[config.mk]
export PLATFORM = sky130hd
export DESIGN_NAME = ber_phase_scan
export DESIGN_NICKNAME = d
export VERILOG_FILES = /design/src/rtl/ber_scan_pkg.sv /design/src/rtl/ber_phase_scan.sv
export SDC_FILE = /design/constraint.sdc
export NUM_CORES = 1
export LEC_CHECK = 0
export ABC_CLOCK_PERIOD_IN_PS = 8050
export CAP_MARGIN = 40
export CORE_ASPECT_RATIO = 0.6
export CORE_UTILIZATION = 50
export DETAILED_ROUTE_END_ITERATION = 8
export PLACE_DENSITY = 0.73
export SYNTH_ARGS = -nofsm -noshare
export SYNTH_HDL_FRONTEND = slang
export SYNTH_SLANG_ARGS = --single-unit
[constraint.sdc]
create_clock -name clk -period 8.05 [get_ports clk]
set_clock_uncertainty 0.1 [all_clocks]
set_input_delay 1.61 -clock clk [delete_from_list [all_inputs] [get_ports clk]]
set_output_delay 1.61 -clock clk [all_outputs]
set_load 0.02 [all_outputs]
[src/rtl/ber_scan_pkg.sv]
// Shared state encoding and default measurement constants for the BER phase scan.
package ber_scan_pkg;

  typedef enum logic [2:0] {
    ST_IDLE   = 3'd0,
    ST_PRST   = 3'd1,
    ST_RUN    = 3'd2,
    ST_EVAL   = 3'd3,
    ST_LRST   = 3'd4,
    ST_LOCKED = 3'd5
  } scan_state_e;

  localparam int unsigned DEF_MEAS_SAMPLES = 4096;
  localparam int unsigned DEF_TIMEOUT      = 32'd1 << 22;

endpackage

[src/rtl/ber_phase_scan.sv]
// Sweeps the BER checker over every downsampling phase, measures a fixed sample
// window per phase and locks the checker on the phase with the fewest errors.
module ber_phase_scan
  import ber_scan_pkg::*;
#(
  parameter int unsigned N_PHASES     = 4,
  parameter int unsigned NB_PHASE     = $clog2(N_PHASES),
  parameter int unsigned NB_BER_CNT   = 64,
  parameter int unsigned MEAS_SAMPLES = DEF_MEAS_SAMPLES,
  parameter int unsigned TIMEOUT      = DEF_TIMEOUT,
  parameter int unsigned NB_TMO       = $clog2(TIMEOUT + 1)
) (
  input  logic                  clk,
  input  logic                  i_rst,
  input  logic                  i_start,
  input  logic [NB_BER_CNT-1:0] i_ber_samp,
  input  logic [NB_BER_CNT-1:0] i_ber_error,
  output logic                  o_ber_rst,
  output logic                  o_ber_en,
  output logic [NB_PHASE-1:0]   o_phase_sel,
  output logic                  o_busy,
  output logic                  o_done,
  output logic [NB_PHASE-1:0]   o_best_phase,
  output logic [NB_BER_CNT-1:0] o_best_err,
  output logic                  o_timeout
);

  localparam logic [NB_BER_CNT-1:0] MEAS_THR   = NB_BER_CNT'(MEAS_SAMPLES);
  localparam logic [NB_TMO-1:0]     TMO_LAST   = NB_TMO'(TIMEOUT - 1);
  localparam logic [NB_PHASE-1:0]   PHASE_LAST = NB_PHASE'(N_PHASES - 1);

  scan_state_e           state_q, state_d;
  logic [NB_PHASE-1:0]   phase_idx_q, phase_idx_d;
  logic [NB_TMO-1:0]     tmo_q, tmo_d;
  logic [NB_BER_CNT-1:0] meas_err_q, meas_err_d;
  logic [NB_BER_CNT-1:0] best_err_q, best_err_d;
  logic [NB_PHASE-1:0]   best_phase_q, best_phase_d;

  logic                  ber_rst_q, ber_rst_d;
  logic                  ber_en_q, ber_en_d;
  logic [NB_PHASE-1:0]   phase_sel_q, phase_sel_d;
  logic                  busy_q, busy_d;
  logic                  done_q, done_d;
  logic [NB_PHASE-1:0]   out_best_phase_q, out_best_phase_d;
  logic [NB_BER_CNT-1:0] out_best_err_q, out_best_err_d;
  logic                  timeout_q, timeout_d;

  // State and output registers
  always_ff @(posedge clk) begin
    if (i_rst) begin
      state_q          <= ST_IDLE;
      phase_idx_q      <= '0;
      tmo_q            <= '0;
      meas_err_q       <= '1;
      best_err_q       <= '1;
      best_phase_q     <= '0;
      ber_rst_q        <= 1'b0;
      ber_en_q         <= 1'b0;
      phase_sel_q      <= '0;
      busy_q           <= 1'b0;
      done_q           <= 1'b0;
      out_best_phase_q <= '0;
      out_best_err_q   <= '1;
      timeout_q        <= 1'b0;
    end else begin
      state_q          <= state_d;
      phase_idx_q      <= phase_idx_d;
      tmo_q            <= tmo_d;
      meas_err_q       <= meas_err_d;
      best_err_q       <= best_err_d;
      best_phase_q     <= best_phase_d;
      ber_rst_q        <= ber_rst_d;
      ber_en_q         <= ber_en_d;
      phase_sel_q      <= phase_sel_d;
      busy_q           <= busy_d;
      done_q           <= done_d;
      out_best_phase_q <= out_best_phase_d;
      out_best_err_q   <= out_best_err_d;
      timeout_q        <= timeout_d;
    end
  end

  // Next-state, measurement tracking and next-output decode
  always_comb begin
    state_d          = state_q;
    phase_idx_d      = phase_idx_q;
    tmo_d            = tmo_q;
    meas_err_d       = meas_err_q;
    best_err_d       = best_err_q;
    best_phase_d     = best_phase_q;
    phase_sel_d      = phase_sel_q;
    out_best_phase_d = out_best_phase_q;
    out_best_err_d   = out_best_err_q;
    timeout_d        = timeout_q;

    case (state_q)
      ST_IDLE, ST_LOCKED: begin
        if (i_start) begin
          state_d      = ST_PRST;
          phase_idx_d  = '0;
          best_err_d   = '1;
          best_phase_d = '0;
          timeout_d    = 1'b0;
        end
      end
      ST_PRST: begin
        tmo_d   = '0;
        state_d = ST_RUN;
      end
      ST_RUN: begin
        tmo_d = tmo_q + NB_TMO'(1);
        // A completed window takes priority over a coincident timeout
        if (i_ber_samp >= MEAS_THR) begin
          meas_err_d = i_ber_error;
          state_d    = ST_EVAL;
        end else if (tmo_q == TMO_LAST) begin
          meas_err_d = '1;
          timeout_d  = 1'b1;
          state_d    = ST_EVAL;
        end
      end
      ST_EVAL: begin
        if (meas_err_q < best_err_q) begin
          best_err_d   = meas_err_q;
          best_phase_d = phase_idx_q;
        end
        if (phase_idx_q == PHASE_LAST) begin
          state_d          = ST_LRST;
          out_best_phase_d = best_phase_d;
          out_best_err_d   = best_err_d;
        end else begin
          phase_idx_d = phase_idx_q + NB_PHASE'(1);
          state_d     = ST_PRST;
        end
      end
      ST_LRST: begin
        state_d = ST_LOCKED;
      end
      default: begin
        state_d = ST_IDLE;
      end
    endcase

    ber_rst_d = (state_d == ST_PRST) || (state_d == ST_LRST);
    ber_en_d  = (state_d == ST_RUN)  || (state_d == ST_LOCKED);
    busy_d    = (state_d == ST_PRST) || (state_d == ST_RUN) ||
                (state_d == ST_EVAL) || (state_d == ST_LRST);
    done_d    = (state_d == ST_LOCKED);

    // Selector changes only when the checker is being reset, so it is stable across each window
    if (state_d == ST_PRST) begin
      phase_sel_d = phase_idx_d;
    end else if (state_d == ST_LRST) begin
      phase_sel_d = best_phase_d;
    end
  end

  assign o_ber_rst    = ber_rst_q;
  assign o_ber_en     = ber_en_q;
  assign o_phase_sel  = phase_sel_q;
  assign o_busy       = busy_q;
  assign o_done       = done_q;
  assign o_best_phase = out_best_phase_q;
  assign o_best_err   = out_best_err_q;
  assign o_timeout    = timeout_q;

endmodule

==> impl_summary.md, run 1 <==
Outcome
The flow ran to the end, and the final reports show no timing, DRC or antenna violations.

STA
The setup violation total in the final timing report is 0. The final number of max-transition violations came to 0. The number of hold violations in the final report is 0.

The highest achievable clock rate is 0.1985 GHz. The relative slew slack is 34.77%. Across all setup checks in the final design, the least slack found is 3013 ps.

Setup repair after global routing left no endpoint under its margin. The final worst-path cycle share is 62.57%. At the pin with the least slew margin, the transition time is 976.5 ps. The tightest hold path in the finished design has a slack of 385.0 ps. The time the worst path needs with I/O delays and setup is 5037 ps. The setup TNS is 0 ps.

Logic synthesis
The net count of the mapped netlist is 1610. The Yosys step of the flow raised 0 warnings. The primary flip-flop cell chosen by synthesis mapping is dfxtp_1. Counting flops with a built-in enable in the synthesized netlist gives 0. The synthesized flop and latch total is 231. Of all flip-flops after synthesis, the portion carrying an async set or reset was 0%.

Dividing the synthesized area by the synthesized cell count gives 8.093 um^2. Synthesis produced a netlist whose cell count is 1415. The distinct cell type count after synthesis is 54. The sequential cell area fraction in the yosys report is 40.38%. The netlist area before placement is 0.01145 mm^2.

Worst setup path
For this design, the slowest cell found on the critical path is nor4_1. The worst setup path is launched from a flip-flop. The critical path's top delay family is compound AO/OA/AOI/OAI gates. Along the worst path, the maximum fanout reaches 45. The worst setup path is captured at a flip-flop. The critical path is of the reg2reg type. The data required time at the worst endpoint is 8290 ps.

Traced cell by cell, the critical path runs through inv_1, ha_1, nand4_1, nor4_1, and3_1, o31a_1, a311o_2, buf_4, a21o_2, buf_4, a311oi_1. For this run, the slowest stage of the critical path takes 690 ps. The buffering stage count on the worst path with inverters included is 3. The most prevalent standard cell on the critical path is buf_4. Data on the critical path arrives at its endpoint at 5280 ps.

Detailed routing
The final routed DRC violation total is 0. The average wire length per cell after detail routing is 18.15 um. The detail route stage leaves a number of antenna-violating nets equal to 0.

Wires add up to 33.56 mm. The via total after detailed routing is 10.89k. The first detailed-routing pass took 5 iterations. The detailed router finished its first iteration with 858 violations. After detailed routing, the number of vias per cell comes to 5.889.

Power
The net switching power is 1.022 mW. After layout, the design draws a total of 3.080 mW. The largest vdd supply drop is 190.7 uV. The net switching fraction of the power is 33.18%. The part of the power in the clock network is 35.9%. In this run the static leakage power is 5.327 nW. Per report_power, the sequential group accounts for 39.7% of the total. The cell area power density is 217.1 mW/mm^2. Combinational cells account for 24.4% of the total power. Cell internal power was estimated by the tool at 2.058 mW.

Floorplan
The die covers 0.02353 mm^2. The area of the core is 0.02223 mm^2. The total number of placement rows is 42. The die height is 119.2 um. The floorplan step set the die width to 197.4 um. The initial cell density of the core is 51.52%.

The boundary pin count is 204.

Global route
Global routing finished with a remaining overflow of 0. The largest net degree at the start of global routing is 84. The initial antenna violation count is 0. The total routing usage reported by global routing is 28.14%. The via count of the first global-routing pass is 10.26k. The wire length of the first global-routing pass is 53.84 mm.

Placement
The half-perimeter wire length after detailed placement is 20.98 mm. Timing analysis after detailed placement gives a worst setup slack of 3131 ps. The count of port buffers added during placement is 191. Routability-driven placement finished with a final weighted congestion of 0.8227.

Clock network
Buffers added to address setup during post-CTS repair amount to 0. The H-tree depth reported by CTS is 1. TritonCTS built the clock tree. Counting along the longest clock path gives a buffer depth of 3. Once the clock tree was built, the resizer swapped 0 gates to a different size. The total clock buffers created by CTS is 22. The cell chosen for the clock root is clkbuf_16. At the later pin of the worst-skew pair, clock insertion delay measures 510 ps. For this design, the CTS-stage hold fixing added 0 buffers.

Clock-pin slew was measured on the worst setup and hold paths at 70 ps. The number of sinks handled by clock tree synthesis is 231.

Hold path
The worst hold path belongs to the class reg2reg.

Layout
After filler insertion, the fill cell instance count of the layout stands at 1934. The count of antenna diodes in the layout is 0. The fraction of final layout cells with drive strength greater than 1 is 4.737%. The post-route core utilization is 63.82%. Relative to the synthesized area, the layout overhead comes to 23.88%. The net count reported at finish is 1720.

Run
The count of max-cap constraint violations is 0.
final timing paths:
check | slack [ps] | end | cells past startpoint | startpoint
setup / recovery | 3010 | o_best_err[60] | 11 | best_err_q[43]
hold / removal | 390 | tmo_q[12] | 1 | tmo_q[12]
hold reg to reg | 390 | tmo_q[12] | 1 | tmo_q[12]
setup reg to reg | 3010 | o_best_err[60] | 11 | best_err_q[43]
layout by cell type (no fill, tap or decap), types with 3 or more instances in the layout:
master	synthesis	layout
dfxtp_1	231	231
nor3_1	193	193
clkdlybuf4s50_1	0	190
nor2_1	182	181
a211oi_1	123	122
a21oi_1	106	106
nand2_1	95	94
inv_1	72	72
ha_1	64	64
mux2i_1	32	32
o21ai_0	25	25
clkbuf_16	0	23
a32oi_1	22	22
nand4_1	17	17
nand3_1	17	16
a311oi_1	16	16
nor4_1	15	15
a22oi_1	14	14
buf_4	2	14
or3_1	10	10
clkbuf_8	0	7
xor2_1	5	5
clkinv_2	0	5
a21o_1	6	4
and4_1	3	3
a221oi_1	3	3
or2_2	3	3
a31oi_1	3	3
buf_16	0	3
cells in the mapped netlist (all sizes together) (2+ instances only):
cell / n / area [um^2]
a211oi: 124 / 935.9
a21o: 6 / 45.04
a21oi: 106 / 530.5
a221oi: 3 / 26.28
a22oi: 14 / 105.1
a311oi: 16 / 140.1
a31oi: 3 / 18.77
a32o: 2 / 20.02
a32oi: 22 / 192.7
and2: 2 / 12.51
and3: 2 / 12.51
and4: 3 / 26.28
buf: 42 / 272.8
clkbuf: 82 / 307.8
dfxtp: 231 / 4624
ha: 64 / 800.8
inv: 73 / 274.0
mux2i: 32 / 320.3
nand2: 95 / 356.6
nand3: 17 / 85.08
nand4: 17 / 106.4
nor2: 182 / 683.2
nor2b: 2 / 12.51
nor3: 193 / 965.9
nor4: 17 / 136.4
o21a: 2 / 15.01
o21ai: 25 / 125.1
or2: 3 / 18.77
or3: 10 / 62.56
or4: 2 / 15.01
xnor2: 2 / 17.52
xor2: 5 / 43.79
through the flow:
step           instance area (um^2)  cells
4_1_cts                       14190   1849
3_3_place_gp                  13320   1804
2_1_floorplan                 11450   1415
5_1_grt                       14190   1849
6_report                      14190   1849
3_5_place_dp                  13420   1809
state kept, by name, summed over array words and instances, names as in the netlist, 2 cells and up:
register and cells:
best_err_q 64, o_phase_sel 2, tmo_q 23, o_best_phase 2, o_best_err 64, state_q 3, phase_idx_q 2, meas_err_q 64
best_phase_q 2
power groups by stage:
stage	Sequential [mW]	Combinational, mW	Clock (mW)
after floorplan	1.24	0.468	0
after global placement	1.25	0.687	0
after detailed placement	1.25	0.733	0
after CTS	1.22	0.736	1.11
after global routing	1.23	0.800	1.16
final	1.22	0.751	1.11
layout make-up:
class	count	area, um^2	area share, %
inverters	73	274.0	1.931
flip-flops and latches	231	4624	32.60
repair buffers	210	2111	14.88
well taps	308	385.4	2.716
multi-input cells	987	6021	42.44
clock buffers	32	679.4	4.789
clock inverters	8	92.59	0.6526
per-layer routing:
| metal | up-vias | track usage [%] | routed length [um] |
|---|---|---|---|
| met5 | - | 0 | 0 |
| met4 | 0 | 5.911 | 555 |
| met3 | 52 | 5.211 | 2330 |
| met2 | 375 | 41.37 | 13910 |
| met1 | 5134 | 42.37 | 16770 |
| li1 | 5327 | - | - |
cell families after synthesis:
logic type | share of synthesized area [%]
AO/OA/AOI/OAI | 19.93
XOR/XNOR | 0.5354
adder cells (fa/ha/maj) | 6.992
buffers and inverters | 7.462
flip-flops | 40.38
multiplexers | 2.797
AND/OR/NAND/NOR | 21.91
Note: power is estimated with default switching activity, not from simulation.
==> inputs of run 2 (changes only) <==
--- a/config.mk
+++ b/config.mk
@@ -5,12 +5,12 @@
 export SDC_FILE = /design/constraint.sdc
 export NUM_CORES = 1
 export LEC_CHECK = 0
-export ABC_CLOCK_PERIOD_IN_PS = 8050
+export ABC_CLOCK_PERIOD_IN_PS = 4100
 export CAP_MARGIN = 40
 export CORE_ASPECT_RATIO = 0.6
-export CORE_UTILIZATION = 50
+export CORE_UTILIZATION = 48
 export DETAILED_ROUTE_END_ITERATION = 8
-export PLACE_DENSITY = 0.73
+export PLACE_DENSITY = 0.74
 export SYNTH_ARGS = -nofsm -noshare
 export SYNTH_HDL_FRONTEND = slang
 export SYNTH_SLANG_ARGS = --single-unit
==> constraint.sdc (replaced) <==
create_clock -name clk -period 4.1 [get_ports clk]
set_clock_uncertainty 0.1 [all_clocks]
set_input_delay 0.82 -clock clk [delete_from_list [all_inputs] [get_ports clk]]
set_output_delay 0.82 -clock clk [all_outputs]
set_load 0.02 [all_outputs]
==> run 2 against run 1 <==
Net effect: critical path type unchanged; register-to-register slack got worse by 2400 ps; wire length fell by 0.23%; global-route usage fell by 1.4 points; largest power group unchanged; via count rose by 0.16%; non-clock buffer count rose by 12.
==> impl_summary.md, run 2 (synthesis gave the netlist of run 1 again) <==
Worst setup path
The launching element type of the critical path is a flip-flop (unchanged). The critical path class is reg2reg (unchanged). The largest fanout on the critical path is 45 (unchanged). The endpoint type of the worst setup path is a flip-flop (unchanged). The data arrival at the endpoint of the critical path came to 3780 ps (was 5280 ps).

The data required time at the worst endpoint came to 4410 ps (was 8290 ps).

STA
The setup violation total in the final timing report is 0 (unchanged). The highest achievable clock rate is 0.2877 GHz (was 0.1985 GHz). The final worst slack is 624.2 ps (was 3013 ps). The setup TNS is 0 ps (unchanged).

The relative slew slack is 37.09% (was 34.77%). The number of hold violations in the final report is 0 (unchanged). The worst hold slack across all endpoints was 392.0 ps (was 385.0 ps). The final number of max-transition violations was 0 (unchanged). Unrepaired setup endpoints after global routing: false (unchanged).

The transition time at the pin with the least slew margin is 936.4 ps (was 976.5 ps). The final worst-path cycle share is 84.78% (was 62.57%). The time the worst path needs with I/O delays and setup is 3476 ps (was 5037 ps).

Placement
The global placer's final weighted congestion is 0.8352 (was 0.8227). The setup slack at placement is 535.6 ps (was 3131 ps). The count of port buffers added during placement was 191 (unchanged). The half-perimeter wire length after detailed placement is 21.92 mm (was 20.98 mm). The number of cells in the design after placement was 1828 (was 1809). The post-detailed-placement cell area is 0.01352 mm^2 (was 0.01342 mm^2).

Layout
The post-route core utilization is 61.19% (was 63.82%). The net count reported at finish came to 1733 (was 1720). The relative area change from synthesis to final layout came to 24.19% (was 23.88%). The finished layout cell area is 0.01422 mm^2 (was 0.01419 mm^2). Commonest cells after routing, fill and taps aside: dfxtp_1 (231), nor3_1 (193), clkdlybuf4s50_1 (190) (unchanged). The number of cells in the finished layout apart from fillers was 1867 (was 1849).

The area taken by flip-flops and latches was 0.004624 mm^2 (unchanged). The layout filler cell count came to 2066 (was 1934). The fraction of final layout cells with drive strength greater than 1 was 5.026% (was 4.737%). The count of antenna diodes in the layout came to 0 (unchanged).

The most frequent standard cell in the layout excluding fill and tap cells is dfxtp_1 (unchanged). The area of the multi-input gates was 0.006021 mm^2 (unchanged).

Clock network
The clock tree from TritonCTS is done (unchanged). The total clock buffers created by CTS is 23 (was 22). The number of sinks handled by clock tree synthesis came to 231 (unchanged). The maximum root-to-sink buffer count is 3 (unchanged). The post-CTS setup-driven buffer insertion count was 0 (unchanged).

The clock transition time at the flip-flop clock pins of the worst setup and hold paths is 60 ps (was 70 ps). The post-cts repair resize count came to 0 (unchanged). The clock network latency to the later pin of the worst-skew pair is 510 ps (about the same). The cell chosen for the clock root is clkbuf_16 (unchanged).

The H-tree depth reported by CTS was 1 (unchanged). The hold buffer count at CTS is 0 (unchanged).

Power
The cell area power density is 417.6 mW/mm^2 (was 217.1 mW/mm^2). The total power is 5.939 mW (was 3.080 mW). The largest vdd supply drop is 436.8 uV (was 190.7 uV). The leakage power total came to 5.348 nW (was 5.327 nW).

Global route
The initial antenna violation count is 0 (unchanged). The total overflow reported by the global router is 0 (unchanged). The total routing usage reported by global routing was 26.78% (was 28.14%). The fraction of met2 tracks used by global routing came to 40.28% (was 41.37%). The met1 track utilization from global routing is 40.00% (was 42.37%). The met3 track utilization from global routing is 4.468% (was 5.211%). The via count of the first global-routing pass is 10.34k (was 10.26k). The wire length of the first global-routing pass was 53.76 mm (was 53.84 mm). The largest net degree at the start of global routing is 77 (was 84). The most used routing layer was met2 (was met1).

Outcome
Result of the run: completed (unchanged).

Detailed routing
The wire length reported by the detailed router came to 33.48 mm (was 33.56 mm). The number of search-and-repair iterations in the first detailed-routing pass is 6 (was 5). The final routed DRC violation total came to 0 (unchanged). The via total after detailed routing was 10.91k (was 10.89k). The number of DRC markers in iteration 0 is 1032 (was 858). The via density per instance is 5.841 (was 5.889). The antenna violation net count after detailed routing was 0 (unchanged). The average wire length per cell after detail routing was 17.93 um (was 18.15 um).

Floorplan
The boundary pin count came to 204 (unchanged). The area of the core is 0.02324 mm^2 (was 0.02223 mm^2). The die height came to 121.6 um (was 119.2 um).

The total number of placement rows is 43 (was 42). The die boundary width is 201.4 um (was 197.4 um). The die footprint is 0.02450 mm^2 (was 0.02353 mm^2). The initial cell density of the core is 49.27% (was 51.52%).

Hold path
The kind of path behind the tightest hold check is reg2reg (unchanged).

Run
The count of max-cap constraint violations is 0 (unchanged).
-- run 2: final timing paths --
path / start / slack, ps / cells after the start / to
setup / recovery: best_err_q[43] / 620 / 10 / o_best_err[37]
hold / removal: tmo_q[12] / 390 / 1 / tmo_q[12]
setup reg to reg: best_err_q[43] / 620 / 10 / o_best_err[37]
hold reg to reg: tmo_q[12] / 390 / 1 / tmo_q[12]
-- run 2: critical path: stages (launching register included) --
cell and delay (ps):
dfxtp_1 330, inv_1 60, ha_1 320, nand4_1 230
nor4_1 620, and3_1 340, o31a_1 230, a311o_2 170
buf_4 520, a211oi_1 160, a211oi_1 280
-- run 2: cell type report --
type	count	area share (%)
clock inverter	4	0.3167
sequential	231	32.52
clock buffer	35	4.645
timing repair buffer	222	15.49
tap	315	2.771
inverter	73	1.927
multi-input combinational	987	42.33
-- run 2: per-layer routing --
metal  share of wire, %  routed length, um  vias up
met5                  0                  0        -
met4                1.4                478        0
li1                   -                  -     5352
met2                 42              14140      392
met1                 49              16290     5120
met3                7.7               2571       41
-- run 2: report_power, final --
group / internal (mW) / switching, mW / leakage [nW] / total, mW
combinational: 0.439 / 1.06 / 3.13 / 1.50
sequential: 2.33 / 0.0700 / 1.87 / 2.40
clock: 1.17 / 0.874 / 0.348 / 2.04
==> RTL edit: new RTL, flow settings as in run 2 <==
Change the parameter `N_PHASES` from 4 to 2.
--- a/src/rtl/ber_phase_scan.sv
+++ b/src/rtl/ber_phase_scan.sv
@@ -4,5 +4,5 @@
   import ber_scan_pkg::*;
 #(
-  parameter int unsigned N_PHASES     = 4,
+  parameter int unsigned N_PHASES     = 2,
   parameter int unsigned NB_PHASE     = $clog2(N_PHASES),
   parameter int unsigned NB_BER_CNT   = 64,
Interface: changed (resized o_best_phase and o_phase_sel); port bits go from 204 to 202. No check against the original RTL was run, so the function may have changed too.
==> RTL edit against run 2 <==
Setup slack got worse by 280 ps; area after synthesis grew 13%; count of clock-buffer cells in the layout increased by 1; total power increased by 2.5%; first-iteration DRC count increased by 11%; cell area is 11% higher; sequential cell count down 4; routed wire length is 18% higher; critical endpoint is now o_best_err[4]$_SDFFE_PP1P_.
==> RTL edit: results (changes against run 2) <==
[run_status]
status=complete, no violations

[setup_path]
crit_path_max_incr_delay_ps=780  ; +160 ps
crit_arrival_ps=4020  ; +240 ps
crit_fanout=8  ; -82%
worstSetupStartpoint=best_err_q[59]$_SDFFE_PP1P_
r2r_end=o_best_err[4]$_SDFFE_PP1P_

[global_routing]
grt_pass1_vias=11800  ; +14%
grt_use_total_pct=28.1  ; +1.3 points
grt_max_degree=102  ; +32%
grt_pass1_wl_um=62500  ; +16%

[cells_and_area]
nFillCells=2287  ; +11%
final_cells=1990  ; +6.6%
nNetsFinal=1808  ; +4.3%

[synthesis]
avgSynthCellArea_um2=8.44  ; +4.3%
synthesis.nets=1725  ; +7.1%
synth_top_area_share_pct=35.2  ; -5.2 points
synth-seq-area-share_pct=35.2  ; -5.2 points
yosys-top-cells-count=dfxtp_1, nor3_1, clkbuf_1, nor4_1, nand3_1
synth_area_leaders=dfxtp_1, nor3_1, ha_1

[clock_tree]
cts_buffers=24  ; +4.3%
clk_latency_ps=530  ; +20 ps

[routing]
wl_per_cell_um=19.9  ; +11%
dr.first_iter.drc_count=1142  ; +11%

[sta]
worst_slew_pin_slew_ps=835  ; -102 ps

[placed_design]
gp_congestion=0.810  ; -3.0%
dp.cells=1947  ; +6.5%
pre_cts_slack_ps=437  ; -98.1 ps

RTL edit: worst register-to-register path: stages (launching register included):
cell and delay (ps):
dfxtp_1 350, inv_1 80, ha_1 340, nand4_1 230, nor4_1 540, nand2_1 200
nor3_1 400, o211ai_1 240, buf_4 240, a2111oi_0 780, a211oi_1 90
RTL edit: logic make-up after synthesis:
family | count (synthesis) | synth area share, %
buf+inv | 237 | 7.72
mux | 1 | 0.0872
fa+ha+maj | 64 | 6.20
xor+xnor | 2 | 0.136
compound gates | 434 | 27.7
flops | 227 | 35.2
simple gates | 565 | 23.0
RTL edit: cell type report:
| type | instances | area [µm²] | area share [%] |
|---|---|---|---|
| tap | 360 | 450 | 2.84 |
| clock buffer | 36 | 727 | 4.59 |
| clock inverter | 7 | 67.6 | 0.427 |
| sequential | 227 | 4550 | 28.7 |
| timing repair buffer | 224 | 2340 | 14.8 |
| inverter | 70 | 263 | 1.66 |
| multi-input combinational | 1066 | 7440 | 47.0 |
RTL edit: where the power goes:
part / internal [mW] / total, mW / switching, mW / leakage (nW)
registers: 2.29 / 2.42 / 0.131 / 1.84
clock network: 1.29 / 2.21 / 0.920 / 0.396
logic: 0.482 / 1.45 / 0.971 / 3.38
total: 4.06 / 6.09 / 2.02 / 5.62
RTL edit: routing by layer:
metal	GRT usage (%)	vias to the layer above	share of wire, %
li1	-	6038	-
met1	41.4	5947	47
met2	42.1	656	41
met3	4.68	66	9.5
met4	7.61	0	2.4
met5	0	-	0
RTL edit: worst min path at each step:
stage                              to  slack, ps                    from  cells past startpoint
5_1_grt        tmo_q[12]$_SDFFE_PP0P_        410  tmo_q[12]$_SDFFE_PP0P_                      1
6_report       tmo_q[12]$_SDFFE_PP0P_        380  tmo_q[12]$_SDFFE_PP0P_                      1
3_5_place_dp   tmo_q[12]$_SDFFE_PP0P_        370  tmo_q[12]$_SDFFE_PP0P_                      1
4_1_cts        tmo_q[12]$_SDFFE_PP0P_        380  tmo_q[12]$_SDFFE_PP0P_                      1
3_3_place_gp   tmo_q[12]$_SDFFE_PP0P_        360  tmo_q[12]$_SDFFE_PP0P_                      1
2_1_floorplan  tmo_q[12]$_SDFFE_PP0P_        340  tmo_q[12]$_SDFFE_PP0P_                      1
RTL edit: stage by stage:
step / util [%] / cell area (µm²)
4_1_cts: 59.9 / 15800
3_5_place_dp: 56.9 / 15000
5_1_grt: 59.9 / 15800
3_3_place_gp: 56.6 / 15000
6_report: 59.9 / 15800
2_1_floorplan: - / 12900
